### src/rtl/calc_k_and_error.sv
// One Levinson-Durbin step in single precision: k = -alpha/E and E' = E*(1-k^2).
// Every operation truncates toward zero. Subnormal inputs count as zero, underflow flushes to +0, and overflow saturates.
module calc_k_and_error (
  input  logic        iClock,
  input  logic        iReset,
  input  logic        iEnable,
  input  logic [31:0] iAlpham,
  input  logic [31:0] iErrorm,
  output logic [31:0] oKmp1,
  output logic [31:0] oErrormp1,
  output logic        oDone
);

  localparam int unsigned FP_W      = 32;
  localparam int unsigned MANT_W    = 24;
  localparam int unsigned DIV_STEPS = 25;
  localparam int unsigned CNT_W     = 5;
  localparam int unsigned ALIGN_W   = 51;
  localparam int unsigned GUARD_W   = 27;
  localparam int unsigned EXP_W     = 11;

  typedef enum logic [2:0] {
    IDLE,
    DIV,
    PACK_K,
    SQUARE,
    SUB,
    MUL_E,
    DONE
  } state_t;

  state_t state, state_n;

  logic [FP_W-1:0]    alpha_q, err_q, k_q, om_q;
  logic [FP_W-2:0]    sq_q;
  logic [MANT_W:0]    rem_q, quo_q;
  logic [CNT_W-1:0]   cnt_q;

  // Significand with hidden bit; exponent field 0 reads as zero.
  function automatic logic [MANT_W-1:0] mant_of(input logic [FP_W-1:0] f);
    mant_of = (f[30:23] == 8'h00) ? '0 : {1'b1, f[22:0]};
  endfunction

  function automatic logic is_zero(input logic [FP_W-1:0] f);
    is_zero = (f[30:23] == 8'h00);
  endfunction

  function automatic logic signed [EXP_W-1:0] exp_of(input logic [FP_W-1:0] f);
    exp_of = $signed({3'b000, f[30:23]});
  endfunction

  // Assemble a result, flushing underflow or a zero significand and saturating overflow.
  function automatic logic [FP_W-1:0] pack_fp(input logic                    s,
                                              input logic signed [EXP_W-1:0] ex,
                                              input logic [MANT_W-1:0]       m);
    if (ex <= 11'sd0 || !m[MANT_W-1])
      pack_fp = '0;
    else if (ex >= 11'sd255)
      pack_fp = {s, 31'h7F7F_FFFF};
    else
      pack_fp = {s, ex[7:0], m[22:0]};
  endfunction

  function automatic logic [FP_W-1:0] fp_mul(input logic [FP_W-1:0] a,
                                             input logic [FP_W-1:0] b);
    logic [2*MANT_W-1:0]    p;
    logic signed [EXP_W-1:0] ex;
    logic [MANT_W-1:0]      m;
    p  = (2*MANT_W)'(mant_of(a)) * (2*MANT_W)'(mant_of(b));
    ex = exp_of(a) + exp_of(b) - 11'sd127;
    if (p[2*MANT_W-1]) begin
      m  = MANT_W'(p >> MANT_W);
      ex = ex + 11'sd1;
    end else begin
      m  = MANT_W'(p >> (MANT_W-1));
    end
    if (is_zero(a) || is_zero(b))
      fp_mul = '0;
    else
      fp_mul = pack_fp(a[31] ^ b[31], ex, m);
  endfunction

  function automatic logic [5:0] lead_one(input logic [ALIGN_W-1:0] v);
    lead_one = '0;
    for (int i = 0; i < ALIGN_W; i++)
      if (v[i]) lead_one = 6'(i);
  endfunction

  // State register
  always_ff @(posedge iClock or negedge iReset) begin
    if (!iReset)
      state <= IDLE;
    else if (iEnable)
      state <= state_n;
  end

  // Next-state logic
  always_comb begin
    state_n = state;
    case (state)
      IDLE:    state_n = DIV;
      DIV:     if (cnt_q == CNT_W'(DIV_STEPS - 1)) state_n = PACK_K;
      PACK_K:  state_n = SQUARE;
      SQUARE:  state_n = SUB;
      SUB:     state_n = MUL_E;
      MUL_E:   state_n = DONE;
      DONE:    state_n = DONE;
      default: state_n = IDLE;
    endcase
  end

  // One restoring-divide step
  logic              rem_ge_c;
  logic [MANT_W:0]   rem_sub_c, rem_nxt_c;
  always_comb begin
    rem_ge_c  = (rem_q >= {1'b0, mant_of(err_q)});
    rem_sub_c = rem_ge_c ? (rem_q - {1'b0, mant_of(err_q)}) : rem_q;
    rem_nxt_c = rem_sub_c << 1;
  end

  // Quotient normalization into k
  logic signed [EXP_W-1:0] k_ex_c;
  logic [MANT_W-1:0]       k_m_c;
  logic [FP_W-1:0]         k_c;
  always_comb begin
    k_ex_c = exp_of(alpha_q) - exp_of(err_q) + 11'sd127;
    if (quo_q[MANT_W]) begin
      k_m_c = quo_q[MANT_W:1];
    end else begin
      k_m_c  = quo_q[MANT_W-1:0];
      k_ex_c = k_ex_c - 11'sd1;
    end
    if (is_zero(alpha_q) || is_zero(err_q))
      k_c = '0;
    else
      k_c = pack_fp(~(alpha_q[31] ^ err_q[31]), k_ex_c, k_m_c);
  end

  // 1 - k^2: align exactly, fold the shifted-out bits into a borrow so the result truncates
  logic [MANT_W-1:0]       sq_m_c, big_m_c, small_m_c;
  logic [7:0]              sq_e_c, big_e_c, shamt_c;
  logic                    sq_big_c, om_s_c, sticky_c;
  logic [ALIGN_W-1:0]      small_full_c, small_al_c, small_back_c, diff_c, norm_c;
  logic [5:0]              lead_c, nsh_c;
  logic signed [EXP_W-1:0] om_ex_c;
  logic [FP_W-1:0]         om_c;
  always_comb begin
    sq_m_c   = mant_of({1'b0, sq_q});
    sq_e_c   = sq_q[30:23];
    sq_big_c = (sq_e_c > 8'd127) || (sq_e_c == 8'd127 && sq_m_c > 24'h80_0000);
    if (sq_big_c) begin
      big_m_c   = sq_m_c;
      big_e_c   = sq_e_c;
      small_m_c = 24'h80_0000;
      shamt_c   = sq_e_c - 8'd127;
      om_s_c    = 1'b1;
    end else begin
      big_m_c   = 24'h80_0000;
      big_e_c   = 8'd127;
      small_m_c = sq_m_c;
      shamt_c   = 8'd127 - sq_e_c;
      om_s_c    = 1'b0;
    end
    small_full_c = {small_m_c, {GUARD_W{1'b0}}};
    small_al_c   = small_full_c >> shamt_c;
    small_back_c = small_al_c << shamt_c;
    sticky_c     = (small_back_c != small_full_c);
    diff_c       = {big_m_c, {GUARD_W{1'b0}}} - small_al_c - ALIGN_W'(sticky_c);
    lead_c       = lead_one(diff_c);
    nsh_c        = 6'(ALIGN_W - 1) - lead_c;
    norm_c       = diff_c << nsh_c;
    om_ex_c      = $signed({3'b000, big_e_c}) - $signed({5'b00000, nsh_c});
    om_c         = pack_fp(om_s_c, om_ex_c, MANT_W'(norm_c >> GUARD_W));
  end

  // Datapath and result registers
  always_ff @(posedge iClock or negedge iReset) begin
    if (!iReset) begin
      alpha_q   <= '0;
      err_q     <= '0;
      rem_q     <= '0;
      quo_q     <= '0;
      cnt_q     <= '0;
      k_q       <= '0;
      sq_q      <= '0;
      om_q      <= '0;
      oKmp1     <= '0;
      oErrormp1 <= '0;
      oDone     <= 1'b0;
    end else if (iEnable) begin
      case (state)
        IDLE: begin
          alpha_q <= iAlpham;
          err_q   <= iErrorm;
          rem_q   <= {1'b0, mant_of(iAlpham)};
          quo_q   <= '0;
          cnt_q   <= '0;
        end
        DIV: begin
          quo_q <= {quo_q[MANT_W-1:0], rem_ge_c};
          rem_q <= rem_nxt_c;
          cnt_q <= cnt_q + CNT_W'(1);
        end
        PACK_K: k_q  <= k_c;
        SQUARE: sq_q <= (FP_W-1)'(fp_mul(k_q, k_q));
        SUB:    om_q <= om_c;
        MUL_E: begin
          oKmp1     <= k_q;
          oErrormp1 <= fp_mul(err_q, om_q);
          oDone     <= 1'b1;
        end
        default: ;
      endcase
    end
  end

endmodule

### config.mk
export PLATFORM = sky130hd
export DESIGN_NAME = calc_k_and_error
export DESIGN_NICKNAME = d
export VERILOG_FILES = /design/src/rtl/calc_k_and_error.sv
export SDC_FILE = /design/constraint.sdc
export NUM_CORES = 2
export LEC_CHECK = 0
export CORE_ASPECT_RATIO = 0.6
export CORE_MARGIN = 1
export CORE_UTILIZATION = 60
export CTS_CLUSTER_SIZE = 10
export DETAILED_ROUTE_END_ITERATION = 12
export GPL_TIMING_DRIVEN = 0
export HOLD_SLACK_MARGIN = 0.08
export PLACE_DENSITY = 0.89
export SETUP_SLACK_MARGIN = 0.2
export SLEW_MARGIN = 20
export SYNTH_ARGS = -nofsm -noshare
export SYNTH_HDL_FRONTEND = slang
export SYNTH_SLANG_ARGS = --single-unit
### constraint.sdc
create_clock -name iClock -period 13.2 [get_ports iClock]
set_input_delay 1.32 -clock iClock [delete_from_list [all_inputs] [get_ports iClock]]
set_output_delay 1.32 -clock iClock [all_outputs]
set_load 0.01 [all_outputs]
Word level (Yosys, flattened, before mapping)
Cells that the tools add are included.
W data, S select, Z words.
{ "totals": {"reg_bits": 282, "out_inout_bits": 65, "in_bits": 67, "elab_cells": 177} }
{ "classes": {"n_eq_ne": 10, "multipliers": 2, "shift": 3, "n_reduce_logical": 28, "mux": 91, "n_bitwise": 3, "magnitude_cmp": 11, "add_sub_neg": 17} }
{ "ops": {"columns": ["op", "n"], "rows": [
  ["$mux W24", 15],
  ["$mux W6", 49],
  ["$mux W31", 6],
  ["$mux W32", 5],
  ["$pmux W25 S2", 2],
  ["$mul A24 B24 Y48", 2],
  ["$mux W11", 7],
  ["$ne A51 B51 Y1", 1],
  ["$shl A51 B6 Y51", 1],
  ["$shl A51 B8 Y51", 1],
  ["$shr A51 B8 Y51", 1],
  ["$sub A51 B1 Y51", 1],
  ["$sub A51 B51 Y51", 1],
  ["$logic_not A8 Y1", 6],
  ["$ge A11 B9 Y1 const B", 3],
  ["$le A11 B1 Y1 const B", 3],
  ["$ge A25 B24 Y1", 1],
  ["$gt A24 B24 Y1 const B", 1],
  ["$sub A24 B24 Y24", 1],
  ["$add A10 B2 Y11 const B", 2],
  ["$sub A9 B7 Y10 const B", 2],
  ["$add A8 B8 Y9", 2],
  ["$pmux W3 S6", 1],
  ["$mux W8", 2],
  ["other kinds (29)", 49]
]} }

Longest topological paths before layout
{ "logic_depth": {"word_depth": 65, "mapped_depth": 69, "ltp_nobuf": 59} }

Worst setup path before layout
No wires, ideal clock.
{ "synth_timing": {"path_kind": "reg2reg", "start": "reg sq_q[23]", "end": "reg om_q[11]", "setup_time_ps": 136, "t_arrival_ps": 12972, "n_path_buf": 12, "setup_slack_ps": 92, "required_ps": 13064, "stages_incl_launch_ff": 64, "period_less_slack_ps": 13108, "cell_sequence": "dfrtp_1 > buf_2 > buf_1 > inv_1 > clkbuf_1 > clkbuf_1 > ha_1 > nor4b_4 > nand3_2 > and3_1 > buf_4 > nor3_4 > buf_6 > clkbuf_1 > mux4_2 > nand3_1 > a31oi_1 > nor2_1 > [... 28 more ...] > buf_4 > buf_6 > buf_4 > buf_4 > ha_1 > a21o_1 > a21o_1 > a21o_1 > a21o_1 > a211o_1 > nand2_1 > nor2_1 > ha_1 > nor2b_1 > clkbuf_1 > nor2_1 > a221oi_1 > o21ai_0"} }
{ "synth_via": {"elab_chain_len": 65, "elab_cells_between_ends": 77, "classes_between": "6 x add/sub; 4 x order compare; 2 x eq/ne; 3 x shift; 57 x mux; 5 x reduce/logical"} }
{ "synth_rtl": {"columns": ["item", "line", "rtl"], "rows": [
  ["start: declaration", "35", "logic [FP_W-2:0] sq_q;"],
  ["start signal: assignment", "205", "SQUARE: sq_q <= (FP_W-1)'(fp_mul(k_q, k_q));"],
  ["$logic_not A8 Y1", "41", "mant_of = (f[30:23] == 8'h00) ? '0 : {1'b1, f[22:0]};"],
  ["$mux W24", "41", null],
  ["$gt A24 B24 Y1", "150", "sq_big_c = (sq_e_c > 8'd127) || (sq_e_c == 8'd127 && sq_m_c > 24'h80_0000);"],
  ["$logic_and A1 B1 Y1", "150", null],
  ["$logic_or A1 B1 Y1", "150", null],
  ["$mux W24 or $mux W8 (tied branches)", "151", "if (sq_big_c) begin"],
  ["$shr A51 B8 Y51", "165", "small_al_c = small_full_c >> shamt_c;"],
  ["$shl A51 B8 Y51", "166", "small_back_c = small_al_c << shamt_c;"],
  ["$ne A51 B51 Y1", "167", "sticky_c = (small_back_c != small_full_c);"],
  ["$sub A51 B1 Y51", "168", "diff_c = {big_m_c, {GUARD_W{1'b0}}} - small_al_c - ALIGN_W'(sticky_c);"],
  ["$mux W1", "86", "if (v[i]) lead_one = 6'(i);"],
  ["$mux W6 (49 in a row)", "86", null],
  ["$sub A6 B6 Y6", "170", "nsh_c = 6'(ALIGN_W - 1) - lead_c;"],
  ["$sub A8 B6 Y9 or $shl A51 B6 Y51 (tied branches)", "172, 171", null],
  ["$ge A9 B9 Y1, or another cell as far along", "58", "else if (ex >= 11'sd255)"],
  ["$mux W31 or $logic_or A1 B1 Y1 (tied branches)", "58, 56", null],
  ["$mux W32 (*)", "56", "if (ex <= 11'sd0 || !m[MANT_W-1])"],
  ["end signal: assignment", "206", "SUB: om_q <= om_c;"],
  ["end: declaration", "34", "logic [FP_W-1:0] alpha_q, err_q, k_q, om_q;"]
]} }
Every way passes the cells marked *; elsewhere a longest branch is shown, timed or not.
A chain may end at the register's enable or synchronous reset.

Final worst setup path
{ "layout_timing": {"start": "reg sq_q[23]", "end": "reg om_q[6]"} }
Same word-level chain as after synthesis.

==> PnR_summary.wiki <==
{| class="wikitable"
! Metric !! Value
|-
| Ranking of synthesized cells by area || fa_1 30%, dfrtp_1 11%, ha_1 10%
|-
| DIE AREA || about 100000 sq um
|-
| CP startpoint kind || flop
|-
| DR iter-0 viols || 8564
|-
| Tightest Pin Transition || around 1.3 ns
|-
| Number of nets with antenna violations after routing || 0
|-
| Hold buffers post-CTS || 0
|-
| Max-slew violations || 0
|-
| Post-Syn Instances || ~7100
|-
| Most used DFF post-synth || dfrtp_1
|-
| Number of vias after detailed routing || slightly below 60000
|-
| Run status || complete, no violations
|-
| Wire length of the first global-routing pass || 356 mm
|-
| Cell Count, Final, Fillers Out || just under 9000
|-
| Worst endpoint required time || 13.67 ns
|-
| GRT Residual Overflow || 0
|-
| Number of standard-cell rows in the floorplan || 89
|-
| Async S/R FF share, synth || 100%
|-
| Slew HR || between 10% and 20%
|-
| Final critical-path share of the clock period || between 90% and 100%
|-
| Number of I/O port buffers || 131
|-
| Yosys top cell area share || approximately 30%
|-
| Total nets after synthesis || between 8000 and 9000
|-
| Proportion of layout cells with a drive suffix above 1 || around a tenth
|-
| Critical path launch point || sq_q[23]
|-
| Overall die height || about 250 um
|-
| PnR worst setup slack || approximately 0.14 ns
|-
| Global-route usage over all layers || between 40% and 50%
|-
| Synthesized area divided by synthesized cell count || 8.54 sq um
|-
| Finished Core Util || 68.7%
|-
| #FFs+latches synth || approximately 260
|-
| Tightest Hold Check Type || reg2reg
|-
| Worst hold slack || ~0.47 ns
|-
| Highest achievable clock rate || 76.5 MHz
|-
| Synthesized cell area || approximately 60000 sq um
|-
| Peak per-stage delay on the critical path || about 0.44 ns
|-
| Layout-stage area growth over the synthesis result || 12.6%
|-
| DRC violations left || 0
|-
| Sequential area share after synthesis || 10.7%
|-
| Time the worst path needs with I/O delays and setup || 13.06 ns
|-
| WS Path Type || reg2reg
|-
| Endpoint type of the worst setup path || flop
|-
| Largest net degree at the start of global routing || between 90 and 100
|-
| Initial antenna violation count || 19
|-
| Reg-to-reg setup timing slack || ~0.14 ns
|-
| Cell total after placement || 8526
|-
| Highest-count cells in the layout ignoring fill and taps || 1164 x inv_1, 906 x fa_1, 864 x nand2_1, 469 x ha_1, 304 x nor2_1
|-
| Worst flop-to-flop path startpoint || sq_q[23]
|-
| Endpoint arrival time on the critical path || approximately 14 ns
|-
| Count of flip-flops with a built-in enable after synthesis || 0
|-
| TritonCTS Buffers || 35
|-
| Effective utilization at floorplan || between 60% and 70%
|-
| Iteration count of the initial detailed-routing pass || 10
|-
| Final count of hold timing violations || 0
|-
| CTS H-Tree Depth || 2
|-
| Capture point of the worst reg-to-reg path || om_q[6]
|-
| Clock tree from TritonCTS || built
|-
| Width of the die || roughly 410 um
|-
| Most common cell after layout, fill and taps aside || inv_1
|-
| Placeable core area || between 90000 and 100000 sq um
|-
| Cell with the largest stage delay on the worst path || or3_1
|-
| Capturing instance or port of the critical path || om_q[6]
|-
| Number of failing setup endpoints in the final timing report || 0
|-
| Final nets || a little under 9000
|-
| Number of sinks on the clock net || between 200 and 300
|-
| Post-detailed-route wirelength per cell || about 28 um
|-
| Length in cells of the worst reg-to-reg path || between 60 and 70
|-
| Worst Clk Skew || about 0.072 ns
|-
| Placer congestion estimate || roughly 1.1
|-
| Number of cells on the worst hold path || 1
|-
| Clock latency on the worst-skew pair || roughly 0.6 ns
|-
| Number of filler instances in the final layout || 7803
|-
| Unique cell type count in the Yosys netlist || about 120
|-
| DPL Wire Length || 199 mm
|-
| Worst setup slack before clock tree synthesis || -5.08 ns
|-
| Ratio of routed vias to standard cells || 6.63
|-
| Root buffer selected by CTS || clkbuf_16
|-
| Maximum count of clock buffers along a single path || 3
|-
| Biggest area consumer among synthesized cells || fa_1
|-
| Max-cap viol count || 0
|-
| Detailed Route WL || ~250 mm
|-
| Boundary pin count || about 130
|-
| RSZ-0062 raised after global routing || yes
|-
| Worst-path clk slew || about 0.060 ns
|-
| YS warnings || 0
|-
| Maximum net fanout on the critical path || 10
|-
| Vias in the first global route || ~55000
|}
[final cells by class]
type                            instances  area [sq um]  share of cell area, %
Antenna cell                           16          40.0                 0.0589
Buffer                                395          1980                   2.91
Clock buffer                           43           947                   1.39
Timing Repair Buffer                  280          2590                   3.81
Sequential cell                       259          6480                   9.53
Multi-Input combinational cell       5244         49800                   73.2
Inverter                             1175          4440                   6.53
Tap cell                             1319          1650                   2.43
Clock inverter                         10           123                  0.180
[stage by stage]
| stage | instance area, sq um | TNS, ns |
|---|---|---|
| after global routing | 68000 | -2.60 |
| after floorplan | 60400 | 0 |
| after detailed placement | 63500 | -190.97 |
| final | 68000 | 0 |
| after global placement | 63400 | -280.45 |
| after CTS | 66100 | 0 |
[worst min path at each step]
| stage | from | end | slack, ns |
|---|---|---|---|
| final | oDone | oDone | 0.47 |
| after global routing | k_q[30] | k_q[30] | 0.50 |
| after CTS | oDone | oDone | 0.47 |
| after detailed placement | oDone | oDone | 0.46 |
| after global placement | oDone | oDone | 0.45 |
| after floorplan | k_q[31] | k_q[31] | 0.45 |
[Yosys cell counts (82+ instances only)]
cell type / instances
o21ai_0: 242
mux2i_1: 231
clkbuf_1: 336
fa_1: 907
mux2_2: 125
nor2_1: 322
a21oi_1: 314
and3_1: 259
nand2_1: 882
inv_1: 1170
nand3_1: 111
xnor2_1: 105
dfrtp_1: 259
a21o_1: 101
ha_1: 481
a22o_1: 87
and2_1: 146
nor3_1: 82
[flip-flops by register name (all words and copies together) (netlist names)]
name       flops
quo_q         25
oDone          1
alpha_q        9
state          3
om_q          32
oErrormp1     32
rem_q         25
err_q         32
k_q           32
cnt_q          5
oKmp1         32
sq_q          31
[routing by layer]
metal | GRT usage [%] | vias up | share of wire (%)
met1 | 69.4 | 28400 | 41
met3 | 26.0 | 663 | 19
met2 | 58.4 | 4822 | 36
met5 | 1.07 | - | 0.13
met4 | 12.0 | 16 | 3.3
li1 | - | 24000 | -
[worst max-delay path: cells and delay by family (launching register included)]
kind | cells | cell delay, ns
AOI/OAI and AO/OA | 25 | 5.55
and+or+nand+nor | 17 | 2.89
buffers and inverters | 15 | 2.07
adders and majority gates | 6 | 1.23
muxes | 2 | 0.80
DFF | 1 | 0.40
[what timing repair did]
| action | CTS | global route |
|---|---|---|
| resized for setup | 278 | 335 |
| endpoints found under the hold margin | 0 | 0 |
| endpoints found under the setup margin | 93 | 91 |
| pin swaps | 51 | 105 |
| buffers inserted | 54 | 88 |
| cloned | 1 | 3 |
[kinds of logic (layout without fill, tap and decap cells)]
group                    Yosys count  count (layout)  synth area share (%)
XOR/XNOR                         161             161                  2.33
buffers and inverters           1570            1903                  9.94
other                              1              17               0.00621
AND/OR/NAND/NOR                 2083            2083                  16.5
flip-flops                       259             259                  10.7
AO/OA/AOI/OAI                   1240            1240                  13.8
adder cells (fa/ha/maj)         1388            1388                  40.0
multiplexers                     371             371                  6.60
Power is left out: the tool's default activity adds up to more than one toggle a clock period on the data nets, which glitch-free logic cannot reach.
